<file path="src/rtl/cell_plot_arbiter.sv">
// cell_plot_arbiter: round-robin arbiter expanding grid-cell paint requests into pixel plot bursts.
// Optional CELL_ARB_BORDER_EN paints the right/bottom pixel row of each cell in blue.
module cell_plot_arbiter #(
  parameter int NUM_REQ    = 3,
  parameter int GRID_SIZE  = 28,
  parameter int PIXEL_SIZE = 4,
  parameter int X_ORIGIN   = 0,
  parameter int Y_ORIGIN   = 0
) (
  input  logic                   CLOCK_50,
  input  logic                   reset,
  input  logic [NUM_REQ-1:0]     req,
  input  logic [5*NUM_REQ-1:0]   req_x,
  input  logic [5*NUM_REQ-1:0]   req_y,
  input  logic [3*NUM_REQ-1:0]   req_colour,
  output logic [NUM_REQ-1:0]     ack,
  output logic                   err,
  output logic                   done,
  output logic                   busy,
  output logic [7:0]             x,
  output logic [6:0]             y,
  output logic [2:0]             colour,
  output logic                   plot
);
  localparam int IW = $clog2(NUM_REQ);
  localparam logic [1:0] IDLE = 2'd0, PAINT = 2'd1, DROP = 2'd2;
  localparam logic [2:0] PM = 3'(PIXEL_SIZE - 1);
`ifdef CELL_ARB_BORDER_EN
  localparam bit BORDER = 1'b1;
`else
  localparam bit BORDER = 1'b0;
`endif
  logic [1:0]    r_state;
  logic [IW-1:0] r_ptr;
  logic [7:0]    r_bx;
  logic [6:0]    r_by;
  logic [2:0]    r_col, r_ox, r_oy;
  logic          w_any, w_ok, w_last;
  logic [IW-1:0] w_idx, w_j;
  logic [4:0]    w_cx, w_cy;
  logic [2:0]    w_col, w_nox, w_noy;
  logic [7:0]    w_bx;
  logic [6:0]    w_by;
  // Descending scan: the last hit written is the one closest after r_ptr.
  always_comb begin
    w_any = 1'b0;
    w_idx = '0;
    w_j   = '0;
    for (int k = NUM_REQ; k >= 1; k--) begin
      w_j = IW'((int'(r_ptr) + k) % NUM_REQ);
      if (req[w_j]) begin
        w_any = 1'b1;
        w_idx = w_j;
      end
    end
  end
  assign w_cx   = 5'(req_x >> (5 * w_idx));
  assign w_cy   = 5'(req_y >> (5 * w_idx));
  assign w_col  = 3'(req_colour >> (3 * w_idx));
  assign w_bx   = 8'(X_ORIGIN + int'(w_cx) * PIXEL_SIZE);
  assign w_by   = 7'(Y_ORIGIN + int'(w_cy) * PIXEL_SIZE);
  assign w_ok   = (int'(w_cx) < GRID_SIZE) && (int'(w_cy) < GRID_SIZE);
  assign w_last = (r_ox == PM) && (r_oy == PM);
  assign w_nox  = (r_ox == PM) ? 3'd0 : r_ox + 3'd1;
  assign w_noy  = (r_ox == PM) ? r_oy + 3'd1 : r_oy;
  always_ff @(posedge CLOCK_50 or posedge reset) begin
    if (reset) begin
      r_state <= IDLE;
      r_ptr   <= IW'(NUM_REQ - 1);
      r_bx    <= '0;
      r_by    <= '0;
      r_col   <= '0;
      r_ox    <= '0;
      r_oy    <= '0;
      ack     <= '0;
      err     <= 1'b0;
      done    <= 1'b0;
      busy    <= 1'b0;
      plot    <= 1'b0;
      x       <= '0;
      y       <= '0;
      colour  <= '0;
    end else begin
      ack  <= '0;
      err  <= 1'b0;
      done <= 1'b0;
      if (r_state == IDLE) begin
        if (w_any) begin
          r_ptr   <= w_idx;
          ack     <= NUM_REQ'(1) << w_idx;
          r_bx    <= w_bx;
          r_by    <= w_by;
          r_col   <= w_col;
          r_ox    <= '0;
          r_oy    <= '0;
          busy    <= 1'b1;
          r_state <= w_ok ? PAINT : DROP;
          plot    <= w_ok;
          x       <= w_ok ? w_bx : x;
          y       <= w_ok ? w_by : y;
          colour  <= w_ok ? ((BORDER && PM == 3'd0) ? 3'b001 : w_col) : colour;
        end
      end else if (r_state == DROP) begin
        r_state <= IDLE;
        err     <= 1'b1;
        busy    <= 1'b0;
      end else if (w_last) begin
        r_state <= IDLE;
        done    <= 1'b1;
        busy    <= 1'b0;
        plot    <= 1'b0;
      end else begin
        r_ox   <= w_nox;
        r_oy   <= w_noy;
        x      <= r_bx + {5'd0, w_nox};
        y      <= r_by + {4'd0, w_noy};
        colour <= (BORDER && (w_nox == PM || w_noy == PM)) ? 3'b001 : r_col;
      end
    end
  end
endmodule
</file>
<file path="config.mk">
export PLATFORM = sky130hd
export DESIGN_NAME = cell_plot_arbiter
export DESIGN_NICKNAME = d
export VERILOG_FILES = /design/src/rtl/cell_plot_arbiter.sv
export SDC_FILE = /design/constraint.sdc
export NUM_CORES = 1
export LEC_CHECK = 0
export ABC_AREA = 1
export CAP_MARGIN = 20
export CELL_PAD_IN_SITES_DETAIL_PLACEMENT = 0
export CELL_PAD_IN_SITES_GLOBAL_PLACEMENT = 1
export CORE_MARGIN = 2
export CORE_UTILIZATION = 33
export CTS_BUF_LIST = sky130_fd_sc_hd__clkbuf_4
export CTS_CLUSTER_SIZE = 14
export DETAILED_ROUTE_END_ITERATION = 12
export HOLD_SLACK_MARGIN = 0.12
export MAX_ROUTING_LAYER = met4
export PLACE_DENSITY = 0.84
export SYNTH_ARGS = -nofsm -noshare
export SYNTH_HDL_FRONTEND = slang
export SYNTH_SLANG_ARGS = --single-unit
</file>
<file path="constraint.sdc">
create_clock -name CLOCK_50 -period 2.1 [get_ports CLOCK_50]
set_input_delay 0.42 -clock CLOCK_50 [delete_from_list [all_inputs] [get_ports CLOCK_50]]
set_output_delay 0.42 -clock CLOCK_50 [all_outputs]
set_load 0.005 [all_outputs]
</file>
==> impl_metrics.py, run 1 <==
metrics = {
    "synthesis": {
        "synth.net_count": 440,
        "yosys_warnings": 0,
        "synth_cell_types": 27,
        "syn_avg_cell_area_um2": 7.52,
        "syn_inst": 385,
        "synth-seq-cells": 48,
        "syn_area_um2": 2890,
        "synth_ff_type": "dfrtp_1",
        "synthArstFlopShare_pct": 100,
        "ys_seq_area_share_pct": 41.5,
        "synth_edf_count": 0,
    },
    "power_and_ir_drop": {
        "p_leak_nw": 2.30,
        "ir_drop_mv": 0.778,
        "power.density_nw_per_um2": 1950,
        "total_power_mw": 9.23,
    },
    "sta": {
        "post-route-period-util_pct": 117,
        "slew_violations": 0,
        "timing.fmax_mhz": 406,
        "setup_viol": 45,
        "rsz0062_at_grt": "yes",
        "fin_skew_ps": 18.5,
        "worst_slew_pin_slew_ps": 439,
        "setup_ws_ps": -366,
        "period_needed_ps": 2470,
        "hold_viol": 0,
        "timing.slew.headroom_pct": 70.7,
    },
    "detailed_routing": {
        "drc": 0,
        "drtIter0Drc": 193,
        "vias": 3037,
        "routed_via_density": 4.84,
        "postRouteAntennaNets": 0,
        "dr.pass1.iters": 4,
        "avgRoutedWirePerCell_um": 13.8,
        "drt-total-wl_um": 8670,
    },
    "setup_path": {
        "start_kind": "flip-flop",
        "required_ps": 2450,
        "arrival_ps": 2810,
        "slowest_stage": "dfstp_2",
        "crit_chain": "ha_4 > inv_4 > nand2_4 > nand3_4 > nand2_8 > nand2_4 > nand2_4 > nand2_4 > nand2_4 > nand2_1 > nand2_1 > a21oi_2 > nand3_4 > nand3_4 > buf_12 > nand3_1 > nand2_1",
        "max_stage_delay_ps": 600,
        "end_kind": "flip-flop",
        "cpMostUsedCell": "nand2_4",
        "cp_max_fo": 10,
        "worstSetupPathType": "flip-flop to flip-flop",
    },
    "worst_hold_path": {
        "hold_class": "input port to asynchronous set/reset pin",
    },
    "place": {
        "gp_congestion": 0.865,
        "numPortBuffers": 68,
        "dp_hpwl_um": 5810,
        "dp_slack_ps": -547,
        "place_area_um2": 4020,
    },
    "global_routing": {
        "grt_pass1_wl_um": 14700,
        "grt_pass1_vias": 3114,
        "grt-ovfl-total": 0,
        "grt_start_max_net_pins": 33,
        "antenna_found_initial": 0,
        "grtUsageTotal_pct": 19.2,
    },
    "outcome": {
        "violations": "setup timing",
        "outcome": "finished with violations",
    },
    "final_layout": {
        "nets": 573,
        "n_antenna_cell": 0,
        "design_area_um2": 4730,
        "area_growth_pct": 63.5,
        "drive_gt1_share_pct": 30.4,
    },
    "die": {
        "die_area_um2": 9530,
        "io-pin-count": 69,
        "die_h_um": 97.6,
        "rows": 34,
        "fp.dieW_um": 97.6,
        "initial_core_util_pct": 33.7,
        "core-area_um2": 8590,
    },
    "clock_network": {
        "clock_path_buffers": 2,
        "htree_levels": 2,
        "tritoncts": "built",
        "cts_buffers": 5,
        "cts-root-buf": "clkbuf_4",
        "hold_buffers": 0,
        "clkTransAtPathRegs_ps": 160,
        "worst_skew_pair.late_latency_ps": 390,
        "clock-sinks": 48,
    },
    "flow_run": {
        "drv_cap": 0,
    },
}
layer usage:
layer / vias to the layer above / part of all wire [%] / global-route usage (%) / routed length [um]
met5: - / 0 / - / 0
li1: 1511 / - / - / -
met4: 0 / 1.4 / 5.02 / 124
met3: 14 / 3.7 / 3.17 / 325
met2: 71 / 51 / 33.2 / 4430
met1: 1441 / 44 / 23.3 / 3780
flip-flops by register name, indices dropped and copies added, names as in the netlist:
| signal | flops |
|---|---|
| ack | 3 |
| busy | 1 |
| colour | 3 |
| done | 1 |
| err | 1 |
| plot | 1 |
| r_bx | 5 |
| r_by | 5 |
| r_col | 3 |
| r_ox | 3 |
| r_oy | 3 |
| r_ptr | 2 |
| r_state | 2 |
| x | 8 |
| y | 7 |
logic make-up after synthesis:
group | share of synthesized area, %
simple gates | 39.0
buf+inv | 7.13
flops | 41.5
compound gates | 6.36
fa+ha+maj | 4.76
xor+xnor | 1.21
power breakdown:
| part | internal, mW | switching [mW] |
|---|---|---|
| clock network | 0.255 | 0.324 |
| logic | 3.37 | 3.71 |
| registers | 1.33 | 0.242 |
timing repair:
| item | CTS | global route |
|---|---|---|
| gates cloned | 6 | 1 |
| hold endpoints to repair | 0 | 0 |
| pin swaps | 11 | 11 |
| setup endpoints to repair | 45 | 45 |
| setup buffers | 15 | 4 |
| resized for setup | 67 | 28 |
area by class of cell:
cell class	count	area [um^2]
Fill cell	781	3860
Multi-Input combinational cell	290	1770
Timing Repair Buffer	137	1390
Sequential cell	48	1200
Inverter	36	148
Tap cell	108	135
Clock inverter	3	47.5
Clock buffer	5	37.5
worst max-delay path, delay by kind of cell, from the launching register on:
kind / cells / cell delay (ps)
buf+inv: 2 / 230
fa+ha+maj: 1 / 240
compound gates: 1 / 220
simple gates: 13 / 1130
flops: 1 / 600
synthesized netlist by cell type, types with 5 or more instances:
cell type	n	area (um^2)
clkbuf_1	5	18.8
nand2_1	140	526
dfrtp_1	47	1180
nand2_2	10	62.6
inv_2	5	18.8
nand3_1	53	265
nor2_1	15	56.3
nand3_2	14	140
o21ai_1	7	35.0
ha_1	11	138
o21ai_0	21	105
inv_1	30	113
final timing paths:
kind                                      start              endpoint  slack, ps  cells past startpoint
setup / recovery           r_ptr[1]$_DFFE_PP1P_      x[7]$_DFFE_PP0P_       -370                     17
hold / removal                            reset      x[6]$_DFFE_PP0P_        300                      2
setup reg to reg           r_ptr[1]$_DFFE_PP1P_      x[7]$_DFFE_PP0P_       -370                     17
hold reg to reg            r_col[2]$_DFFE_PP0P_  r_col[2]$_DFFE_PP0P_        500                      2
max in group asynchronous                 reset   r_bx[2]$_DFFE_PP0P_       1290                      3
min in group CLOCK_50      r_col[2]$_DFFE_PP0P_  r_col[2]$_DFFE_PP0P_        500                      2
layout by cell type (no fill, tap or decap), drive strengths merged:
cell type / synthesis / final
clkbuf: 5 / 6
clkdlybuf4s50: 0 / 68
ha: 11 / 11
dfrtp: 47 / 47
nand2: 153 / 154
o21ai: 28 / 28
xor2: 1 / 1
xnor2: 3 / 3
nor3: 2 / 2
inv: 35 / 35
nand3: 68 / 68
nor2: 16 / 16
nor4: 1 / 1
buf: 7 / 68
o211ai: 1 / 1
clkinv: 1 / 3
bufinv: 0 / 1
a21oi: 5 / 5
dfstp: 1 / 1
metrics by stage:
| step | setup TNS [ps] | hold slack (ps) | utilization [%] | cells |
|---|---|---|---|---|
| floorplan | -3080 | 449 | - | 385 |
| global placement | -15840 | 468 | 46.7 | 593 |
| detailed placement | -16580 | 472 | 46.7 | 593 |
| CTS | -7920 | 333 | 53.2 | 622 |
| global route | -19130 | 317 | 55.1 | 627 |
| finish | -13970 | 302 | 55.1 | 627 |
No activity file was read; power rests on OpenSTA's default activity.
==> inputs of run 2 (changes only) <==
SLEW_MARGIN = 20   (was unset)
==> results of run 2 <==
Same layout as run 1: the final DEF is identical, and so are final timing and power.
